$ cat src/rtl/mul_div_unit.sv
// mul_div_unit: iterative 32-step multiply/divide unit with architectural HI/LO registers
//   CLK, RST_n        : clock, asynchronous active-low reset
//   start, MDOp, A, B : request (00 mult, 01 multu, 10 div, 11 divu) and operands, sampled in IDLE
//   hi_we, lo_we, wdata : mthi/mtlo writes, honoured in IDLE only
//   busy, done, div_zero : handshake; done and div_zero pulse together for one cycle
//   HI, LO            : product high/low words, or remainder/quotient
module mul_div_unit #(
  parameter int WIDTH = 32,
  parameter int CNT_W = 6
) (
  input  logic             CLK,
  input  logic             RST_n,
  input  logic             start,
  input  logic [1:0]       MDOp,
  input  logic [WIDTH-1:0] A,
  input  logic [WIDTH-1:0] B,
  input  logic             hi_we,
  input  logic             lo_we,
  input  logic [WIDTH-1:0] wdata,
  output logic             busy,
  output logic             done,
  output logic             div_zero,
  output logic [WIDTH-1:0] HI,
  output logic [WIDTH-1:0] LO
);
  typedef enum logic [1:0] {IDLE, CALC, FINISH} state_t;
  state_t state;
  logic [1:0] op;
  logic sa, sb;
  logic [WIDTH-1:0] m, hacc, lq;
  logic [CNT_W-1:0] cnt;
  logic a_neg, b_neg, dz;
  logic [WIDTH-1:0] abs_a, abs_b, q_fix, r_fix;
  logic [WIDTH:0] msum, rsh, diff;
  logic [2*WIDTH-1:0] prod, prod_fix;
  // lq holds the multiplier / dividend and shifts out as the product low word / quotient
  // shifts in; hacc is the product high word / partial remainder; m is multiplicand / divisor.
  always_comb begin
    a_neg = ~MDOp[0] & A[WIDTH-1];
    b_neg = ~MDOp[0] & B[WIDTH-1];
    abs_a = a_neg ? -A : A;
    abs_b = b_neg ? -B : B;
    msum = {1'b0, hacc} + (lq[0] ? {1'b0, m} : '0);
    rsh = {hacc, lq[WIDTH-1]};
    diff = rsh - {1'b0, m};
    prod = {hacc, lq};
    prod_fix = (sa ^ sb) ? -prod : prod;
    q_fix = (sa ^ sb) ? -lq : lq;
    r_fix = sa ? -hacc : hacc;
    dz = (m == '0);
  end
  // With a zero divisor every trial subtract succeeds trivially, so the remainder ends up as
  // the dividend magnitude and the sign fix restores the original A for HI; only LO is forced.
  always_ff @(posedge CLK or negedge RST_n) begin
    if (!RST_n) begin
      state <= IDLE;
      op <= '0;
      sa <= 1'b0;
      sb <= 1'b0;
      m <= '0;
      hacc <= '0;
      lq <= '0;
      cnt <= '0;
      busy <= 1'b0;
      done <= 1'b0;
      div_zero <= 1'b0;
      HI <= '0;
      LO <= '0;
    end else begin
      done <= 1'b0;
      div_zero <= 1'b0;
      case (state)
        IDLE: begin
          if (hi_we) HI <= wdata;
          if (lo_we) LO <= wdata;
          if (start) begin
            op <= MDOp;
            sa <= a_neg;
            sb <= b_neg;
            m <= MDOp[1] ? abs_b : abs_a;
            lq <= MDOp[1] ? abs_a : abs_b;
            hacc <= '0;
            cnt <= '0;
            busy <= 1'b1;
            state <= CALC;
          end
        end
        CALC: begin
          hacc <= op[1] ? (diff[WIDTH] ? rsh[WIDTH-1:0] : diff[WIDTH-1:0]) : msum[WIDTH:1];
          lq <= op[1] ? {lq[WIDTH-2:0], ~diff[WIDTH]} : {msum[0], lq[WIDTH-1:1]};
          cnt <= cnt + 1'b1;
          if (cnt == CNT_W'(WIDTH - 1)) state <= FINISH;
        end
        default: begin
          HI <= op[1] ? r_fix : prod_fix[2*WIDTH-1:WIDTH];
          LO <= op[1] ? (dz ? '1 : q_fix) : prod_fix[WIDTH-1:0];
          div_zero <= op[1] & dz;
          done <= 1'b1;
          busy <= 1'b0;
          state <= IDLE;
        end
      endcase
    end
  end
endmodule

$ cat config.mk
export PLATFORM = sky130hd
export DESIGN_NAME = mul_div_unit
export DESIGN_NICKNAME = d
export VERILOG_FILES = /design/src/rtl/mul_div_unit.sv
export SDC_FILE = /design/constraint.sdc
export NUM_CORES = 1
export LEC_CHECK = 0
export CAP_MARGIN = 10
export CORE_MARGIN = 1
export CORE_UTILIZATION = 45
export DETAILED_ROUTE_END_ITERATION = 12
export GPL_TIMING_DRIVEN = 0
export PLACE_DENSITY = 0.66
export SLEW_MARGIN = 40
export SYNTH_ARGS = -nofsm -noshare
export SYNTH_HDL_FRONTEND = slang
export SYNTH_SLANG_ARGS = --single-unit
export TNS_END_PERCENT = 1
$ cat constraint.sdc
create_clock -name CLK -period 6.9 [get_ports CLK]
set_input_delay 1.38 -clock CLK [delete_from_list [all_inputs] [get_ports CLK]]
set_output_delay 1.38 -clock CLK [all_outputs]
set_load 0.005 [all_outputs]
==> summary.txt, run 1 <==
Outcome
  • Status: completed

Worst setup path
  • Launch point of the worst path: lq[0]
  • Register-to-register path setup slack: 2390 ps
  • Category of the worst setup path capture point: register
  • Startpoint-to-endpoint class of the critical path: register to register
  • CP required: 7200 ps
  • Worst-path fanout max: 10
  • Setup crit start kind: register
  • Cells along the critical path: clkbuf_1 > inv_1 > clkbuf_1 > nor2_1 > ha_1 > clkbuf_1 > a2111oi_0 > o21a_1 > o31a_1 > o2111ai_1 > a311o_1 > a21oi_1 > xor2_1 > a2bb2oi_1 > o221ai_1
  • Worst setup endpoint: hacc[29]
  • Reg-to-reg startpoint: lq[0]
  • Most frequent cell on the critical path: clkbuf_1
  • CP arrival: 4820 ps
  • Critical register-to-register path endpoint: hacc[29]
  • Worst path max stage delay: 590 ps
  • Critical path's slowest cell: a2111oi_0
  • Critical Path Stages: 15
  • Gate family responsible for the most delay along the worst path: compound AO/OA/AOI/OAI gates
  • Combined buffer and inverter count along the critical path: 4
  • Number of cells traversed by the worst register-to-register path: 15

Synth
  • Mux contribution to synthesized area: 5.02%
  • Number of nets produced by synthesis: 2141
  • Portion of the post-synthesis area used by sequential elements: 28.2%
  • EDFF count, synth: 0
  • Most frequent cell after synthesis: nand2_1
  • Synthesized instance count: 1967
  • Yosys warning total: 0
  • Combinational family with the most area after synthesis: compound AO/OA/AOI/OAI gates
  • Basic-gate share of the synthesized area counting and, or, nand and nor cells: 19.3%
  • Count of unique library cells instantiated by Yosys: 88
  • Area share of xor/xnor cells in the synthesized design: 9.77%
  • Top_reg_cell synth: dfrtp_1
  • Share of Yosys cell area claimed by the top area cell type: 28.2%
  • Adder-cell share of the synthesized area: 5.86%
  • Post-Synthesis Mean Instance Area: 7.84 µm²
  • Compound-cell area share of the yosys netlist: 26.8%
  • Share of flip-flops with an asynchronous set or reset after synthesis: 100%
  • Leading cell types by count after synthesis: nand2_1, o21ai_0, nor2_1, a21oi_1, dfrtp_1
  • Biggest area consumer among synthesized cells: dfrtp_1
  • Cell types with the largest area share after synthesis: dfrtp_1, o21ai_0, a21oi_1
  • Area of the mapped netlist: 15400 µm²
  • Synthesis-stage register bit count: 174

Floorplan
  • Top-level port count: 170
  • Core footprint: 33600 µm²
  • Die area: 35000 µm²
  • Die width: 187 µm
  • Height of the chip: 187 µm
  • Starting density of the core: 45.9%
  • Floorplan row count: 67

Clock network
  • CTS tree: built
  • Clock sink count: 174
  • # Post-CTS Setup Buffers: 0
  • Number of buffers created by CTS: 17
  • Max clock buf depth: 2
  • H-Tree Depth: 4
  • Clock-pin slew on the worst setup and hold paths: 80 ps
  • Hold-fix buffer count after cts: 0
  • Source-to-sink clock delay at the later pin of the worst-skew pair: 460 ps
  • Post-CTS Resized: 0
  • Master cell of the clock root buffer: clkbuf_16

Pwr
  • Peak VDD IR: 0.335 mV
  • Power density normalized to cell area: 482 nW/µm²
  • Pleak: 7.58 nW

Layout
  • Antenna diodes: 0
  • Final net count: 2330
  • Fillers: 3214
  • Final instance count without filler cells: 2617
  • Layout overhead on the synthesized area: 19.1%
  • Share of final-layout standard cells stronger than drive strength 1: 4.47%
  • Utilization of the core after routing: 54.7%

STA
  • Shortest period the worst path allows: 4510 ps
  • Highest clock frequency the design can meet: 222 MHz
  • RSZ-0062 raised after global routing: false
  • Clk_skew: 15.4 ps
  • Final hold violation count: 0
  • Headroom to the max-slew limit: 42.7%
  • Part of the cycle the worst path needs: 65.4%
  • Setup-failing EPs final: 0
  • Pins Over Slew Limit: 0
  • Pin slew with the least headroom to its limit: 858 ps

GRT
  • Number of antenna violations at the first check in global routing: 0
  • Largest net degree at the start of global routing: 74
  • Number of global-route vias before repair: 15400
  • Global router's overall resource usage: 33.7%
  • Aggregate global routing overflow: 0
  • Global-route wire length before repair: 91500 µm

Route
  • Number of detailed-route iterations in the first pass: 5
  • Total vias in the final route: 16200
  • Average wire per cell in the routed design: 22.7 µm
  • Vias/cell: 6.18
  • Wirelength, routed: 59500 µm
  • Total DRC errors in the routed layout: 0
  • Iter 0 DRT Violations: 1631
  • Remaining antenna violation count: 0

Run
  • MaxCap Viol Count: 0

Placement
  • Total placed cells including tap cells: 2585
  • HPWL after detailed placement: 47700 µm
  • Routability-driven placement congestion ratio: 0.969
  • Total of buffers placed on input and output ports: 168

Min path
  • Type of the worst min-delay path: register to register
-- worst min-delay path by stage --
stage	startpoint	end	slack (ps)	depth (start not counted)
after floorplan	m[16]	m[16]	450	2
after global placement	LO[15]	LO[15]	470	2
after detailed placement	LO[27]	LO[27]	470	2
after CTS	LO[27]	LO[27]	490	2
after global routing	LO[11]	LO[11]	500	2
final	LO[11]	LO[11]	480	2
-- layout by cell type (no fill, tap or decap), types with 8 or more instances in the layout --
cell / netlist / routed
xor2_1: 70 / 69
nand4_1: 20 / 20
clkdlybuf4s50_1: 0 / 167
nand2b_1: 13 / 13
o21ai_0: 187 / 187
mux2i_1: 68 / 68
nand2_1: 197 / 197
buf_1: 15 / 14
nor2_1: 179 / 179
o211ai_1: 20 / 20
nor4_1: 28 / 28
o22ai_1: 40 / 40
inv_1: 62 / 62
a31oi_1: 23 / 23
a21oi_1: 174 / 174
dfrtp_1: 174 / 174
clkbuf_16: 0 / 17
a22oi_1: 24 / 24
clkbuf_1: 113 / 113
and2_1: 9 / 9
a211oi_1: 38 / 38
xnor2_1: 99 / 98
nor2b_1: 13 / 13
ha_1: 69 / 69
or3_1: 23 / 23
and3_1: 19 / 19
o21bai_1: 8 / 8
nand3_1: 31 / 31
o21ai_1: 10 / 10
nor3_1: 39 / 39
a21o_1: 28 / 28
o31ai_1: 18 / 18
o41ai_1: 8 / 8
o21a_1: 14 / 14
-- state kept, by name, indices dropped and copies added (netlist names) --
register and flops:
op 1, done 1, m 32, sa 1
HI 32, lq 32, div_zero 1, LO 32
sb 1, cnt 6, busy 1, state 2
hacc 32
-- tightest hold or removal path: cells and delay by family (launching register included) --
kind | cells | cell delay [ps]
and+or+nand+nor | 1 | 50
AOI/OAI and AO/OA | 1 | 60
DFF | 1 | 350
-- per-stage QoR --
step / power (mW) / setup WS (ps) / hold slack [ps] / instance area (µm²) / TNS (ps)
2_1_floorplan: 5.82 / 3310 / 450 / 15400 / 0
3_3_place_gp: 7.58 / -3050 / 466 / 17700 / -527090
3_5_place_dp: 7.67 / 2300 / 472 / 17700 / 0
4_1_cts: 8.74 / 2430 / 489 / 18400 / 0
5_1_grt: 9.48 / 2040 / 503 / 18400 / 0
6_report: 8.86 / 2390 / 484 / 18400 / 0
-- where the power goes --
group	leakage, nW	total, mW	internal, mW	switching (mW)
Sequential	2.09	2.06	1.45	0.610
Clock	0.304	1.06	0.564	0.494
Combinational	5.19	5.75	2.41	3.34
-- metal layers --
layer / track usage (%) / wire (µm)
met1: 46.0 / 26100
met2: 54.4 / 26800
met3: 4.60 / 4520
met4: 12.2 / 2090
met5: 0 / 0
-- final cells by class --
cell class	count	area [µm²]	share of cell area, %
Sequential cell	174	4350	23.7
Timing Repair Buffer	170	1740	9.48
Multi-Input combinational cell	1592	10300	56.1
Tap cell	448	561	3.05
Buffer	138	543	2.96
Inverter	63	236	1.29
Clock buffer	18	439	2.39
Clock inverter	14	186	1.01
-- cells by family (layout without fill, tap and decap cells) --
| kind of cell | count (synthesis) | after routing |
|---|---|---|
| simple gates | 617 | 617 |
| buf+inv | 201 | 403 |
| flops | 174 | 174 |
| compound gates | 658 | 658 |
| mux | 76 | 76 |
| xor+xnor | 170 | 170 |
| fa+ha+maj | 71 | 71 |
No activity file was read; power rests on OpenSTA's default activity.
==> inputs of run 2 (changes only) <==
Clock period 6.9 ns to 4.5 ns, I/O delays scaled along.
==> run 2 against run 1 <==
  * Hold slack lost 110 ps
  * Non-clock buffer count shrank 1
  * Largest power group unchanged
  * Clock power grew 53%
  * Critical path depth shrank 2
==> summary.txt, run 2 (same netlist as run 1, synthesis figures left out) <==
STA
  • Headroom to the max-slew limit: 43.3% (+0.65 points)
  • RSZ-0062 raised after global routing: false
  • Final hold violation count: 0 (unchanged)
  • Part of the cycle the worst path needs: 94.3% (+29 points)
  • Final setup TNS: 0 ps (unchanged)
  • Setup-failing EPs final: 0 (unchanged)
  • Pins Over Slew Limit: 0 (unchanged)
  • Clk_skew: 14.6 ps (-0.836 ps)
  • Least setup slack across all paths after layout: 256 ps (-2130 ps)
  • Highest clock frequency the design can meet: 236 MHz (+6.3%)
  • Pin slew with the least headroom to its limit: 848 ps (-9.77 ps)
  • Shortest period the worst path allows: 4240 ps (-268 ps)

Route
  • Total vias in the final route: 16200 (+0.056%)
  • Wirelength, routed: 59500 µm (about the same)
  • Number of detailed-route iterations in the first pass: 8 (+3)
  • Vias/cell: 6.18 (about the same)
  • Total DRC errors in the routed layout: 0 (unchanged)
  • Average wire per cell in the routed design: 22.8 µm (about the same)
  • Remaining antenna violation count: 0 (unchanged)
  • Iter 0 DRT Violations: 1504 (-7.8%)

Floorplan
  • Die width: 187 µm (unchanged)
  • Height of the chip: 187 µm (unchanged)
  • Core footprint: 33600 µm² (unchanged)
  • Starting density of the core: 45.9% (unchanged)
  • Floorplan row count: 67 (unchanged)
  • Top-level port count: 170 (unchanged)
  • Die area: 35000 µm² (unchanged)

Worst setup path
  • Worst-path fanout max: 10 (unchanged)
  • CP arrival: 4540 ps (-280 ps)
  • Category of the worst setup path capture point: register
  • Startpoint-to-endpoint class of the critical path: register to register
  • Setup crit start kind: register
  • CP required: 4800 ps (-2400 ps)

GRT
  • Aggregate global routing overflow: 0 (unchanged)
  • Number of global-route vias before repair: 15400 (unchanged)
  • Number of antenna violations at the first check in global routing: 0 (unchanged)
  • Global router's overall resource usage: 33.7% (unchanged)
  • Largest net degree at the start of global routing: 74 (unchanged)
  • Global-route wire length before repair: 91500 µm (unchanged)

Clock network
  • H-Tree Depth: 4 (unchanged)
  • CTS tree: built
  • Hold-fix buffer count after cts: 0 (unchanged)
  • Max clock buf depth: 2 (unchanged)
  • Clock-pin slew on the worst setup and hold paths: 80 ps (about the same)
  • Number of buffers created by CTS: 17 (unchanged)
  • Master cell of the clock root buffer: clkbuf_16
  • Source-to-sink clock delay at the later pin of the worst-skew pair: 460 ps (about the same)
  • Clock sink count: 174 (unchanged)

Min path
  • Type of the worst min-delay path: input port to async pin

Layout
  • Fillers: 3219 (+0.16%)
  • Leading cell types in the layout, fill and taps excluded: nand2_1, o21ai_0, nor2_1
  • Summed area of non-filler cells in the final layout: 18400 µm² (about the same)
  • Most common library cell in the layout ignoring fill and taps: nand2_1
  • Final net count: 2329 (-0.043%)
  • Antenna diodes: 0 (unchanged)
  • Layout overhead on the synthesized area: 19.1% (about the same)
  • Share of final-layout standard cells stronger than drive strength 1: 4.52% (+0.048 points)

Placement
  • Placed cell area: 17700 µm² (unchanged)
  • Total of buffers placed on input and output ports: 168 (unchanged)
  • Worst setup timing slack at the placement stage: 57.8 ps (-2240 ps)
  • HPWL after detailed placement: 47700 µm (unchanged)
  • Routability-driven placement congestion ratio: 0.969 (unchanged)

Pwr
  • Sw Share: 50.1% (about the same)
  • Internal Power: 6.78 mW (+53%)
  • Register share of total power: 23.3% (about the same)
  • Part of the power in the clock network: 11.9% (about the same)
  • Combinational share of power: 64.7% (-0.2 points)
  • Pleak: 7.58 nW (about the same)
  • Net switching power of the design: 6.82 mW (+53%)
  • Power density normalized to cell area: 740 nW/µm² (+53%)
  • Peak VDD IR: 0.516 mV (+54%)

Outcome
  • Status: completed

Run
  • MaxCap Viol Count: 0 (unchanged)
==> run 2: cell types whose count changed in the layout (fill, tap and decap cells not counted) <==
cell,previous run,this run
a2111oi_0,2,1
a2111oi_1,1,2
clkbuf_1,113,111
clkbuf_2,1,2
==> run 2: power groups by stage <==
stage | registers [mW] | clock network (mW) | logic [mW]
after detailed placement | 3.13 | 0 | 8.63
final | 3.17 | 1.62 | 8.80
after global routing | 3.23 | 1.68 | 9.62
after floorplan | 2.79 | 0 | 6.13
after CTS | 3.10 | 1.63 | 8.67
after global placement | 3.11 | 0 | 8.51
==> run 2: repair_timing <==
| item | CTS | global route |
|---|---|---|
| setup buffers | 0 | 0 |
| setup endpoints to repair | 0 | 5 |
| resized for setup | 0 | 3 |
==> run 2: worst max-delay path, cell delays in order (launching register included) <==
cell       delay [ps]
dfrtp_1           540
inv_1             320
clkbuf_1          440
nor2_1            120
ha_1              370
a21oi_1           210
nand2_1           110
o21ai_0           490
o2111ai_1         400
a311o_1           380
a21oi_1           180
xor2_1            160
a2bb2oi_1         220
o221ai_1          160
==> run 2: metal layers <==
metal	track usage (%)	share of wire, %	vias to the layer above
met2	54.4	45	782
met5	0	0	-
met3	4.60	7.4	126
met1	46.0	44	7721
met4	12.2	3.7	0
li1	-	-	7544
==> run 2: cell type report <==
type                       instances  area (µm²)  share of cell area, %
inverter                          63         236                   1.29
clock buffer                      18         439                   2.39
buffer                           137         541                   2.94
sequential                       174        4350                   23.7
timing repair buffer             170        1740                   9.48
clock inverter                    14         186                   1.01
multi-input combinational       1592       10300                   56.1
tap                              448         561                   3.05
==> run 2: worst paths after layout <==
| kind | from | end | slack [ps] | depth (start not counted) |
|---|---|---|---|---|
| min reg2reg | LO[11] | LO[11] | 480 | 2 |
| max reg2reg | lq[0] | hacc[29] | 260 | 13 |
| max | lq[0] | hacc[29] | 260 | 13 |
| min in group CLK | LO[11] | LO[11] | 480 | 2 |
| min | RST_n | HI[18] | 370 | 1 |
| max in group asynchronous | RST_n | lq[20] | 3390 | 2 |
==> run 2: metrics by stage <==
stage	util (%)	hold slack [ps]	std cells	power [mW]
4_1_cts	54.6	381	2617	13.4
3_3_place_gp	52.6	466	2583	11.6
5_1_grt	54.7	405	2616	14.5
2_1_floorplan	-	450	1967	8.92
6_report	54.7	375	2616	13.6
3_5_place_dp	52.7	472	2585	11.8
==> inputs of run 3 (changes only) <==
Settings changed: CORE_ASPECT_RATIO from default to 1.4, CTS_CLUSTER_DIAMETER from default to 50.
==> run 3 against run 2 <==
  * Clock power fell by 7%
  * Non-clock buffer count unchanged
  * Largest cell class unchanged
  * Highest routed layer unchanged
  * Cell area is 0.29% lower
==> summary.txt, run 3 (same netlist as run 1, synthesis figures left out) <==
Clock network
  • Clock sink count: 174 (unchanged)
  • Max clock buf depth: 2 (unchanged)
  • Master cell of the clock root buffer: clkbuf_16
  • Clock-pin slew on the worst setup and hold paths: 70 ps (about the same)
  • CTS tree: built
  • # Post-CTS Setup Buffers: 0 (unchanged)
  • H-Tree Depth: 4 (unchanged)
  • Number of buffers created by CTS: 17 (unchanged)
  • Source-to-sink clock delay at the later pin of the worst-skew pair: 460 ps (about the same)

Placement
  • Placed cell area: 17700 µm² (about the same)
  • Worst setup timing slack at the placement stage: -103 ps (-161 ps)
  • Total of buffers placed on input and output ports: 168 (unchanged)
  • Total placed cells including tap cells: 2582 (-0.12%)
  • HPWL after detailed placement: 52500 µm (+10%)
  • Routability-driven placement congestion ratio: 1.01 (+4.1%)

STA
  • RSZ-0062 raised after global routing: false
  • Clk_skew: 14.5 ps (-0.102 ps)
  • Part of the cycle the worst path needs: 95.8% (+1.5 points)
  • Headroom to the max-slew limit: 43.1% (-0.16 points)
  • Setup-failing EPs final: 0 (unchanged)
  • Highest clock frequency the design can meet: 232 MHz (-1.6%)
  • Least setup slack across all paths after layout: 187 ps (-68.2 ps)
  • Shortest period the worst path allows: 4310 ps (+68.2 ps)
  • Final setup TNS: 0 ps (unchanged)
  • Pins Over Slew Limit: 0 (unchanged)
  • Pin slew with the least headroom to its limit: 853 ps (+4.61 ps)
  • Worst hold margin: 348 ps (-27.3 ps)
  • Final hold violation count: 0 (unchanged)

Floorplan
  • Core footprint: 33500 µm² (-0.32%)
  • Floorplan row count: 79 (+18%)
  • Die width: 158 µm (-15%)
  • Starting density of the core: 46.0% (+0.15 points)
  • Height of the chip: 221 µm (+18%)
  • Top-level port count: 170 (unchanged)
  • Die area: 35000 µm² (about the same)

Worst setup path
  • Startpoint-to-endpoint class of the critical path: register to register
  • Setup crit start kind: register
  • Category of the worst setup path capture point: register
  • CP arrival: 4650 ps (+110 ps)
  • CP required: 4840 ps (+40 ps)
  • Worst-path fanout max: 10 (unchanged)

Pwr
  • Register share of total power: 23.1% (-0.2 points)
  • Power density normalized to cell area: 752 nW/µm² (+1.6%)
  • Sw Share: 51.1% (+0.94 points)
  • Pleak: 7.55 nW (-0.46%)
  • Combinational share of power: 66.0% (+1.3 points)
  • Part of the power in the clock network: 10.9% (-1.0 points)
  • Peak VDD IR: 0.340 mV (-34%)
  • Internal Power: 6.74 mW (-0.59%)
  • Design Power: 13.8 mW (+1.3%)
  • Net switching power of the design: 7.04 mW (+3.2%)

Layout
  • Final net count: 2329 (unchanged)
  • Layout overhead on the synthesized area: 18.7%
  • Most common library cell in the layout ignoring fill and taps: nand2_1
  • Share of final-layout standard cells stronger than drive strength 1: 4.34% (-0.18 points)
  • Final instance count without filler cells: 2614 (-0.076%)
  • Utilization of the core after routing: 54.7% (about the same)
  • Leading cell types in the layout, fill and taps excluded: nand2_1, o21ai_0, nor2_1
  • Summed area of non-filler cells in the final layout: 18300 µm² (-0.29%)

Run
  • MaxCap Viol Count: 0 (unchanged)

Route
  • Average wire per cell in the routed design: 24.6 µm (+7.9%)
  • Number of detailed-route iterations in the first pass: 5 (-3)
  • Remaining antenna violation count: 0 (unchanged)
  • Total DRC errors in the routed layout: 0 (unchanged)
  • Total vias in the final route: 16200 (+0.32%)
  • Wirelength, routed: 64200 µm (+7.9%)
  • Iter 0 DRT Violations: 1334 (-11%)
  • Vias/cell: 6.21 (+0.39%)

GRT
  • Global-route wire length before repair: 94500 µm (+3.3%)
  • Largest net degree at the start of global routing: 66 (-11%)
  • Number of antenna violations at the first check in global routing: 4 (+4)
  • Aggregate global routing overflow: 0 (unchanged)
  • Number of global-route vias before repair: 15400 (-0.052%)
  • Global router's overall resource usage: 36.7% (+3.0 points)

Min path
  • Type of the worst min-delay path: input port to async pin

Outcome
  • Status: completed
==> run 3: layout make-up <==
cell class	instances	area (µm²)
fillers	3259	15200
multi-input cells	1592	10300
flip-flops and latches	174	4350
repair buffers	170	1740
well taps	445	557
plain buffers	137	539
clock buffers	19	433
inverters	63	236
clock inverters	12	139
diodes	2	5.00
==> run 3: metal layers <==
metal	vias to the layer above	GRT usage [%]	part of all wire (%)
li1	7551	-	-
met1	7860	44.0	39
met2	629	60.4	48
met3	184	4.43	5.4
met4	0	25.5	7.5
met5	-	0	0
==> run 3: power by group through the flow <==
| stage | Combinational, mW | Sequential, mW | Clock, mW |
|---|---|---|---|
| floorplan | 6.13 | 2.79 | 0 |
| detailed placement | 8.91 | 3.16 | 0 |
| finish | 9.08 | 3.19 | 1.50 |
| global placement | 8.82 | 3.14 | 0 |
| CTS | 8.93 | 3.15 | 1.51 |
| global route | 9.85 | 3.23 | 1.56 |
==> run 3: path summary, 6_finish.rpt <==
| check | from | slack (ps) | depth (start not counted) | to |
|---|---|---|---|---|
| max in group asynchronous | RST_n | 3120 | 3 | hacc[2] |
| worst min register to register | HI[7] | 470 | 2 | HI[7] |
| worst max-delay path | lq[0] | 190 | 13 | hacc[24] |
| worst min-delay path | RST_n | 350 | 1 | lq[9] |
| worst max register to register | lq[0] | 190 | 13 | hacc[24] |
| min in group CLK | HI[7] | 470 | 2 | HI[7] |
==> run 3: critical path: stages (launching register included) <==
cell and delay [ps]:
dfrtp_1 560, inv_1 360, clkbuf_1 460, nor2_1 130, ha_1 300, clkbuf_1 180
a21o_1 220, a221o_1 440, a2111oi_2 440, a211oi_1 210, a31o_2 260, a31oi_1 250
mux2i_1 110, a221o_1 260
==> run 3: timing repair <==
action / CTS / global route
hold buffers: 0 / 0
pin swaps: 0 / 0
endpoints found under the hold margin: 0 / 0
endpoints found under the setup margin: 1 / 2
gates resized for setup: 0 / 4
